<file path="src/rtl/mem_stage.sv">
// RV32I memory stage: one data-memory request per load/store, stall until response, load align/extend.
// Optional performance counters are enabled by defining MEM_STAGE_PERF_EN.
package mem_stage_pkg;

    typedef struct packed {
        logic        commit;
        logic [63:0] order;
        logic [31:0] pc;
        logic [31:0] inst;
        logic [4:0]  rd_addr;
        logic [31:0] rd_v;
        logic        regf_we;
        logic [31:0] dmem_addr;
        logic [3:0]  dmem_rmask;
        logic [3:0]  dmem_wmask;
        logic [31:0] dmem_wdata;
    } ex_mem_reg_t;

    typedef struct packed {
        logic        commit;
        logic [63:0] order;
        logic [31:0] pc;
        logic [31:0] inst;
        logic [4:0]  rd_addr;
        logic [31:0] rd_v;
        logic        regf_we;
        logic [31:0] dmem_addr;
        logic [3:0]  dmem_rmask;
        logic [3:0]  dmem_wmask;
        logic [31:0] dmem_wdata;
        logic [31:0] dmem_rdata;
    } mem_wb_reg_t;

endpackage

module mem_stage
    import mem_stage_pkg::*;
#(
    parameter int STALL_TIMEOUT = 1023,
    parameter int PERF_W        = 32
) (
    input  logic              clk,
    input  logic              rst,
    input  ex_mem_reg_t       ex_mem_reg,
    output logic [31:0]       dmem_addr,
    output logic [3:0]        dmem_rmask,
    output logic [3:0]        dmem_wmask,
    output logic [31:0]       dmem_wdata,
    input  logic [31:0]       dmem_rdata,
    input  logic              dmem_resp,
    output logic              mem_stall,
    output mem_wb_reg_t       mem_wb_reg,
    output logic              mem_err
`ifdef MEM_STAGE_PERF_EN
    ,
    output logic [PERF_W-1:0] perf_loads,
    output logic [PERF_W-1:0] perf_stores,
    output logic [PERF_W-1:0] perf_stall_cycles
`endif
);

    localparam logic [9:0] TIMEOUT_LIM = 10'(STALL_TIMEOUT);
    localparam bit         TIMEOUT_ON  = (STALL_TIMEOUT != 0);

    typedef enum logic {
        S_IDLE,
        S_WAIT
    } state_t;

    state_t      state, state_next;
    ex_mem_reg_t req_p0;
    mem_wb_reg_t mem_wb_next;
    logic [9:0]  wait_cnt, wait_cnt_inc;
    logic        memop, capture, resp_done, timeout_hit;

    function automatic mem_wb_reg_t to_wb(input ex_mem_reg_t ex);
        mem_wb_reg_t r;
        r.commit     = ex.commit;
        r.order      = ex.order;
        r.pc         = ex.pc;
        r.inst       = ex.inst;
        r.rd_addr    = ex.rd_addr;
        r.rd_v       = ex.rd_v;
        r.regf_we    = ex.regf_we;
        r.dmem_addr  = ex.dmem_addr;
        r.dmem_rmask = ex.dmem_rmask;
        r.dmem_wmask = ex.dmem_wmask;
        r.dmem_wdata = ex.dmem_wdata;
        r.dmem_rdata = '0;
        return r;
    endfunction

    function automatic logic [31:0] load_extend(input logic [2:0] funct3, input logic [1:0] off,
                                                input logic [31:0] word);
        logic signed [7:0]  b;
        logic signed [15:0] h;
        b = 8'(word >> {off, 3'b000});
        h = off[1] ? word[31:16] : word[15:0];
        unique case (funct3)
            3'b000:  return 32'(b);
            3'b100:  return {24'b0, b};
            3'b001:  return 32'(h);
            3'b101:  return {16'b0, h};
            default: return word;
        endcase
    endfunction

    function automatic mem_wb_reg_t resp_record(input ex_mem_reg_t ex, input logic [31:0] rdata);
        mem_wb_reg_t r;
        r            = to_wb(ex);
        r.commit     = 1'b1;
        r.dmem_rdata = rdata;
        if (|ex.dmem_rmask) begin
            r.rd_v = load_extend(ex.inst[14:12], ex.dmem_addr[1:0], rdata);
        end else begin
            r.rd_v    = '0;
            r.regf_we = 1'b0;
        end
        return r;
    endfunction

    // Masks are qualified by reset so nothing is requested while rst is held low.
    assign memop        = rst && ex_mem_reg.commit && (|(ex_mem_reg.dmem_rmask | ex_mem_reg.dmem_wmask));
    assign resp_done    = (state == S_WAIT) && dmem_resp;
    assign wait_cnt_inc = (&wait_cnt) ? wait_cnt : wait_cnt + 10'd1;
    assign timeout_hit  = TIMEOUT_ON && (state == S_WAIT) && !dmem_resp && (wait_cnt_inc >= TIMEOUT_LIM);

    always_comb begin
        state_next  = state;
        mem_stall   = 1'b0;
        capture     = 1'b0;
        dmem_addr   = {req_p0.dmem_addr[31:2], 2'b00};
        dmem_wdata  = req_p0.dmem_wdata;
        dmem_rmask  = 4'b0;
        dmem_wmask  = 4'b0;
        mem_wb_next = '0;
        unique case (state)
            S_IDLE: begin
                dmem_addr  = {ex_mem_reg.dmem_addr[31:2], 2'b00};
                dmem_wdata = ex_mem_reg.dmem_wdata;
                if (memop) begin
                    dmem_rmask = ex_mem_reg.dmem_rmask;
                    dmem_wmask = ex_mem_reg.dmem_wmask;
                    mem_stall  = 1'b1;
                    capture    = 1'b1;
                    state_next = S_WAIT;
                end else begin
                    mem_wb_next = to_wb(ex_mem_reg);
                end
            end
            S_WAIT: begin
                if (dmem_resp) begin
                    mem_wb_next = resp_record(req_p0, dmem_rdata);
                    state_next  = S_IDLE;
                end else begin
                    mem_stall = 1'b1;
                end
            end
            default: state_next = S_IDLE;
        endcase
    end

    // Stage boundary: control state, registered writeback record and timeout tracking.
    always_ff @(posedge clk or negedge rst) begin
        if (!rst) begin
            state      <= S_IDLE;
            mem_wb_reg <= '0;
            wait_cnt   <= '0;
            mem_err    <= 1'b0;
        end else begin
            state      <= state_next;
            mem_wb_reg <= mem_wb_next;
            if (capture) begin
                wait_cnt <= '0;
            end else if ((state == S_WAIT) && !dmem_resp) begin
                wait_cnt <= wait_cnt_inc;
            end
            if (timeout_hit) begin
                mem_err <= 1'b1;
            end
        end
    end

    // Request record is held for the whole wait so address and store data stay stable.
    always_ff @(posedge clk) begin
        if (capture) begin
            req_p0 <= ex_mem_reg;
        end
    end

`ifdef MEM_STAGE_PERF_EN
    function automatic logic [PERF_W-1:0] perf_inc(input logic [PERF_W-1:0] v);
        return (&v) ? v : v + {{(PERF_W-1){1'b0}}, 1'b1};
    endfunction

    always_ff @(posedge clk or negedge rst) begin
        if (!rst) begin
            perf_loads        <= '0;
            perf_stores       <= '0;
            perf_stall_cycles <= '0;
        end else begin
            if (resp_done && (|req_p0.dmem_rmask)) begin
                perf_loads <= perf_inc(perf_loads);
            end
            if (resp_done && !(|req_p0.dmem_rmask)) begin
                perf_stores <= perf_inc(perf_stores);
            end
            if (mem_stall) begin
                perf_stall_cycles <= perf_inc(perf_stall_cycles);
            end
        end
    end
`endif

endmodule

</file>
<file path="config.mk">
export PLATFORM = sky130hd
export DESIGN_NAME = mem_stage
export DESIGN_NICKNAME = d
export VERILOG_FILES = /design/src/rtl/mem_stage.sv
export SDC_FILE = /design/constraint.sdc
export NUM_CORES = 1
export LEC_CHECK = 0
export CORE_AREA = 2 2 244 246
export DETAILED_ROUTE_END_ITERATION = 8
export DIE_AREA = 0 0 246 248
export GPL_TIMING_DRIVEN = 0
export PLACE_DENSITY = 0.65
export SLEW_MARGIN = 15
export SYNTH_ARGS = -nofsm -noshare
export SYNTH_HDL_FRONTEND = slang
export SYNTH_SLANG_ARGS = --single-unit
</file>
<file path="constraint.sdc">
create_clock -name clk -period 43.4 [get_ports clk]
set_input_delay 8.68 -clock clk [delete_from_list [all_inputs] [get_ports clk]]
set_output_delay 8.68 -clock clk [all_outputs]
set_load 0.02 [all_outputs]
</file>
Word level (Yosys, flattened, before mapping). Cells that the tools add are included.

Register bits: 489. Input port bits: 274. Output and inout bits: 345. Logic and storage cells: 62.

Add/sub/neg operators: 1. Order comparisons: 1. Equal/unequal tests: 3. Shifts and indexed selects: 1. Multiplexer cells: 20. Bitwise gates (word level): 2. Reduce and logical (&&, ||, !) cells: 10.

Operator list (count): $mux 271 (2); $pmux 271 s2 (1); $pmux 32 s4 (1); $mux 32 (3); $shr 32x5->8 (1); $mux 10 (3); $mux 16 (1); $mux 4 (4); $add 10x1->10 const B (1); $ge 10x10->1 const B (1); $reduce_and 10->1 (1); $reduce_or 4->1 (2); $eq 3x3->1 const B (2); $logic_and 1x1->1 (4); $mux 1 (4); $or 4x4->4 (1); $eq 3x1->1 const B (1); $logic_not 3->1 (1); $pmux 1 s2 (1); $reduce_bool 2->1 (1); $logic_not 1->1 (1); $not 1->1 (1).

Logic depth before layout (Yosys ltp).
Depth after elaboration: 6. Depth in mapped cells: 7. Gate-level depth less buffers: 6.

Least setup slack after synthesis. Ideal clock, no wire load.

Path kind: input port to output port. Start point: input port ex_mem_reg[38] (netlist bit). End point: output port dmem_rmask[0]. Arrival: 18.690 ns. Required time: 34.720 ns. Path slack: 16.030 ns. Cell stages on the path: 5. Path buffers: 1. Cells stage by stage: nor4_1 a21o_1 clkbuf_1 nor2_1 and2_1.

Cells in the longest elaborated chain, start to end: 5.

Ends and longest elaborated chain: start, declared (line 44) `input ex_mem_reg_t ex_mem_reg,`; $or 4x4->4 (line 123) `assign memop = rst && ex_mem_reg.commit && (|(ex_mem_reg.dmem_rmask | ex_mem_reg.dmem_wmask));`; $reduce_or 4->1 (line 123); $logic_and 1x1->1 (line 123); $mux 4 (line 141) `if (memop) begin`; $mux 4 (line 137) `unique case (state)`; end, declared (line 46) `output logic [3:0] dmem_rmask,`.

Every way passes these cells.

Final worst setup path.
Start point: input port ex_mem_reg[38] (netlist bit). End point: output port dmem_wmask[1].

Cells in the longest elaborated chain, start to end: 5.

Ends and longest elaborated chain: $or 4x4->4 (line 123); $reduce_or 4->1 (line 123); $logic_and 1x1->1 (line 123); $mux 4 (line 141); $mux 4 (line 137); end, declared (line 47) `output logic [3:0] dmem_wmask,`.

Every way passes these cells.

==> qor.yml <==
status:
  status: "completed"
cts:
  cts_tree: "yes"
  h-tree-depth: 2
  hold_buffers: 0
  postCtsResizedCells: 0
  cts_setup_buffers: 0
  path_clk_slew_ns: 0.06
  clk_latency_ns: 0.58
  cts_sinks: 489
  clock-root-buffer: "clkbuf_16"
  cts_buffers: 52
  clockBufferDepth: 3
timing:
  rsz0062_at_grt: "no"
  hold_ws_ns: 0.4655
  skew_ns: 0.01806
  finalHoldViolations: 0
  tightest_slew_ns: 1.135
  min_period_ns: 21.15
  setup_viol: 0
  relSlewSlack_pct: 23.53
  clock.fmax_mhz: 47.27
  period_share_pct: 48.74
  maxSlewViolCount: 0
die:
  start_util_pct: 30.66
  die_x_um: 246
  dieArea_um2: 61010
  row_count: 89
  io_pins: 619
  core_area_um2: 58460
  die_h_um: 248
placed_design:
  dp_cells: 2709
  portBuffers: 616
  dp_hpwl_um: 44160
  gp_congestion: 0.8492
  dpl_cell_area_um2: 25360
worst_setup_path:
  cpMaxStageDelayCell: "nor4_1"
  critPathMostFrequentCell: "buf_12"
  crit_type: "in2out"
  path_max_fanout: 27
  startpoint_type: "input port"
  cp-end-kind: "primary output"
  crit_chain: "clkdlybuf4s50_1, nor4_1, a21o_1, clkbuf_1, nor2_4, buf_12, buf_12, buf_16, buf_12, and2_1, clkdlybuf4s50_1"
  critPathTopFamily: "buffers and inverters"
  critPathBufInv: 7
  critPathRequiredTime_ns: 34.72
  arrival_ns: 12.47
  max_stage_delay_ns: 0.72
drt:
  avgViaCountPerCell: 4.780
  drt-total-wl_um: 59800
  dr.max_layer_used: "met4"
  wl_met2_um: 29740
  firstDrtPassIters: 6
  wl_per_cell_um: 21.30
  drc_errors: 0
  detail-route-antenna-nets: 0
  vias: 13420
  met3_wirelength_um: 5270
  first_iter_violations: 797
  m1WireLength_um: 23530
finish:
  multi_input_area_um2: 4245
  largest_reg_flops: 271
  fill_cells: 5182
  seqCellArea_um2: 13270
  drive_gt1_share_pct: 7.231
  fin_area_um2: 27170
  layout.nets: 2265
  finalNonFillerCells: 2807
  fin_util_pct: 46.47
  area_delta_synth_final_pct: 51.55
synth:
  ys.flop_type: "dfrtp_1"
  syn_area_um2: 17930
  synth_edf_count: 206
  async_flop_share_pct: 57.87
  yosys_warnings: 0
  syn_area_per_cell_um2: 13.72
  syn_inst: 1307
  yosysSeqAreaShare_pct: 74.01
  ys_ff_latch: 489
  ys_types: 53
power_and_ir_drop:
  finalPower_mw: 1.410
  vdd_drop_max_mv: 0.04372
  pwr_density_cell_nw_per_um2: 51.92
  power_leakage_nw: 11.15
job:
  drv_cap: 0
global_route:
  grt_overflow: 0
  antenna_found_initial: 1
  grt_pass1_vias: 13910
  track_usage_pct: 18.97
  grt_first_pass_wirelength_um: 87390
  grt_max_degree: 103
worst_hold_path:
  min_path_type: "reg2reg"
[metrics by stage]
step                TNS [ns]  setup slack [ns]
CTS                        0             22.20
detailed placement         0             22.23
floorplan                  0             16.03
global placement      -11.21            -1.576
finish                     0             22.25
global route               0             22.09
[synthesized netlist by cell type (2+ instances only)]
cell      count  area, um2
dfrtp_1     283       7082
nand2_1     241      904.6
edfxtp_1    206       6186
a22o_1      143       1252
o21ai_0      78      390.4
nand2b_1     68      425.4
clkbuf_1     53      198.9
nor2_1       44      165.2
and3_1       27      168.9
buf_2        24      120.1
inv_1        11      41.29
o21ai_2      10      87.58
and2_1        9      56.30
a21o_1        8      60.06
a221oi_1      8      70.07
o22ai_1       8      50.05
a21oi_1       7      35.03
nand3_1       7      35.03
o31ai_1       7      52.55
buf_1         6      22.52
a31oi_1       5      31.28
mux2i_1       5      50.05
nor3_1        5      25.02
xor2_1        4      35.03
clkbuf_2      3      15.01
mux4_2        3      67.56
nor4_1        3      18.77
o21ai_1       3      15.01
a221o_1       2      20.02
buf_4         2      15.01
mux2_2        2      22.52
[cell type report]
| type | instances | share of cell area (%) |
|---|---|---|
| multi-input combinational | 719 | 15.63 |
| antenna | 1 | 0.009211 |
| timing repair buffer | 628 | 23.77 |
| clock inverter | 18 | 0.7922 |
| sequential | 489 | 48.84 |
| tap | 773 | 3.560 |
| clock buffer | 79 | 5.845 |
| inverter | 11 | 0.1520 |
| buffer | 89 | 1.409 |
[report_power, final]
part / total, mW / switching, mW / internal [mW]
combinational: 0.386 / 0.215 / 0.171
sequential: 0.563 / 0.0199 / 0.543
clock: 0.461 / 0.184 / 0.277
total: 1.41 / 0.419 / 0.992
[routing by layer]
layer / GRT usage, % / vias up
met3: 5.936 / 87
li1: - / 6059
met5: 0 / -
met1: 23.18 / 6643
met2: 32.45 / 629
met4: 4.973 / 0
[worst reg2reg max path, stage by stage (launching register included)]
cell and delay [ns]:
dfrtp_1 0.35, buf_2 0.23, clkbuf_1 0.42, nor2_4 0.63
buf_12 0.27, buf_12 0.23, buf_16 0.20, buf_12 0.22
[placed cells by master, fill, tap and decap left out, types with 3 or more instances in the layout]
master           count
o21ai_1              3
buf_1                6
clkdlybuf4s50_1    615
buf_16               6
nor2_1              43
o21ai_0             78
edfxtp_1           206
a22o_1             143
o21ai_2             10
mux4_2               3
nor4_1               3
a31oi_1              5
o31ai_1              7
nand2b_1            68
mux2i_1              5
clkinv_2             5
o22ai_1              8
a21oi_1              7
and2_1               9
inv_1               11
clkbuf_8            10
nand2_1            241
nand3_1              7
buf_2               24
buf_12               6
a221oi_1             8
a21o_1               8
nor3_1               5
xor2_1               4
clkbuf_2             3
bufinv_16            4
dfrtp_1            283
and3_1              27
clkbuf_16           56
clkbuf_1            66
[path summary, 6_finish.rpt]
| kind | start | endpoint | slack, ns | cells after the start |
|---|---|---|---|---|
| worst max-delay path | ex_mem_reg[38] | dmem_wmask[1] | 22.25 | 11 |
| worst min-delay path | req_p0[136] | mem_wb_reg[168] | 0.47 | 1 |
| worst max register to register | state | req_p0[33] | 40.53 | 7 |
| worst min register to register | req_p0[136] | mem_wb_reg[168] | 0.47 | 1 |
| max in group asynchronous | rst | mem_wb_reg[39] | 34.34 | 3 |
| min in group asynchronous | rst | mem_wb_reg[11] | 7.91 | 1 |
[logic make-up after synthesis]
family,count (synthesis),synth area share [%]
DFF,489,74.01
and+or+nand+nor,411,10.36
AOI/OAI and AO/OA,290,12.14
buffers and inverters,100,2.366
muxes,10,0.7817
xor gates and xnor gates,5,0.2443
adders and majority gates,1,0.06979
other,1,0.02092
Note: power is estimated with default switching activity, not from simulation.
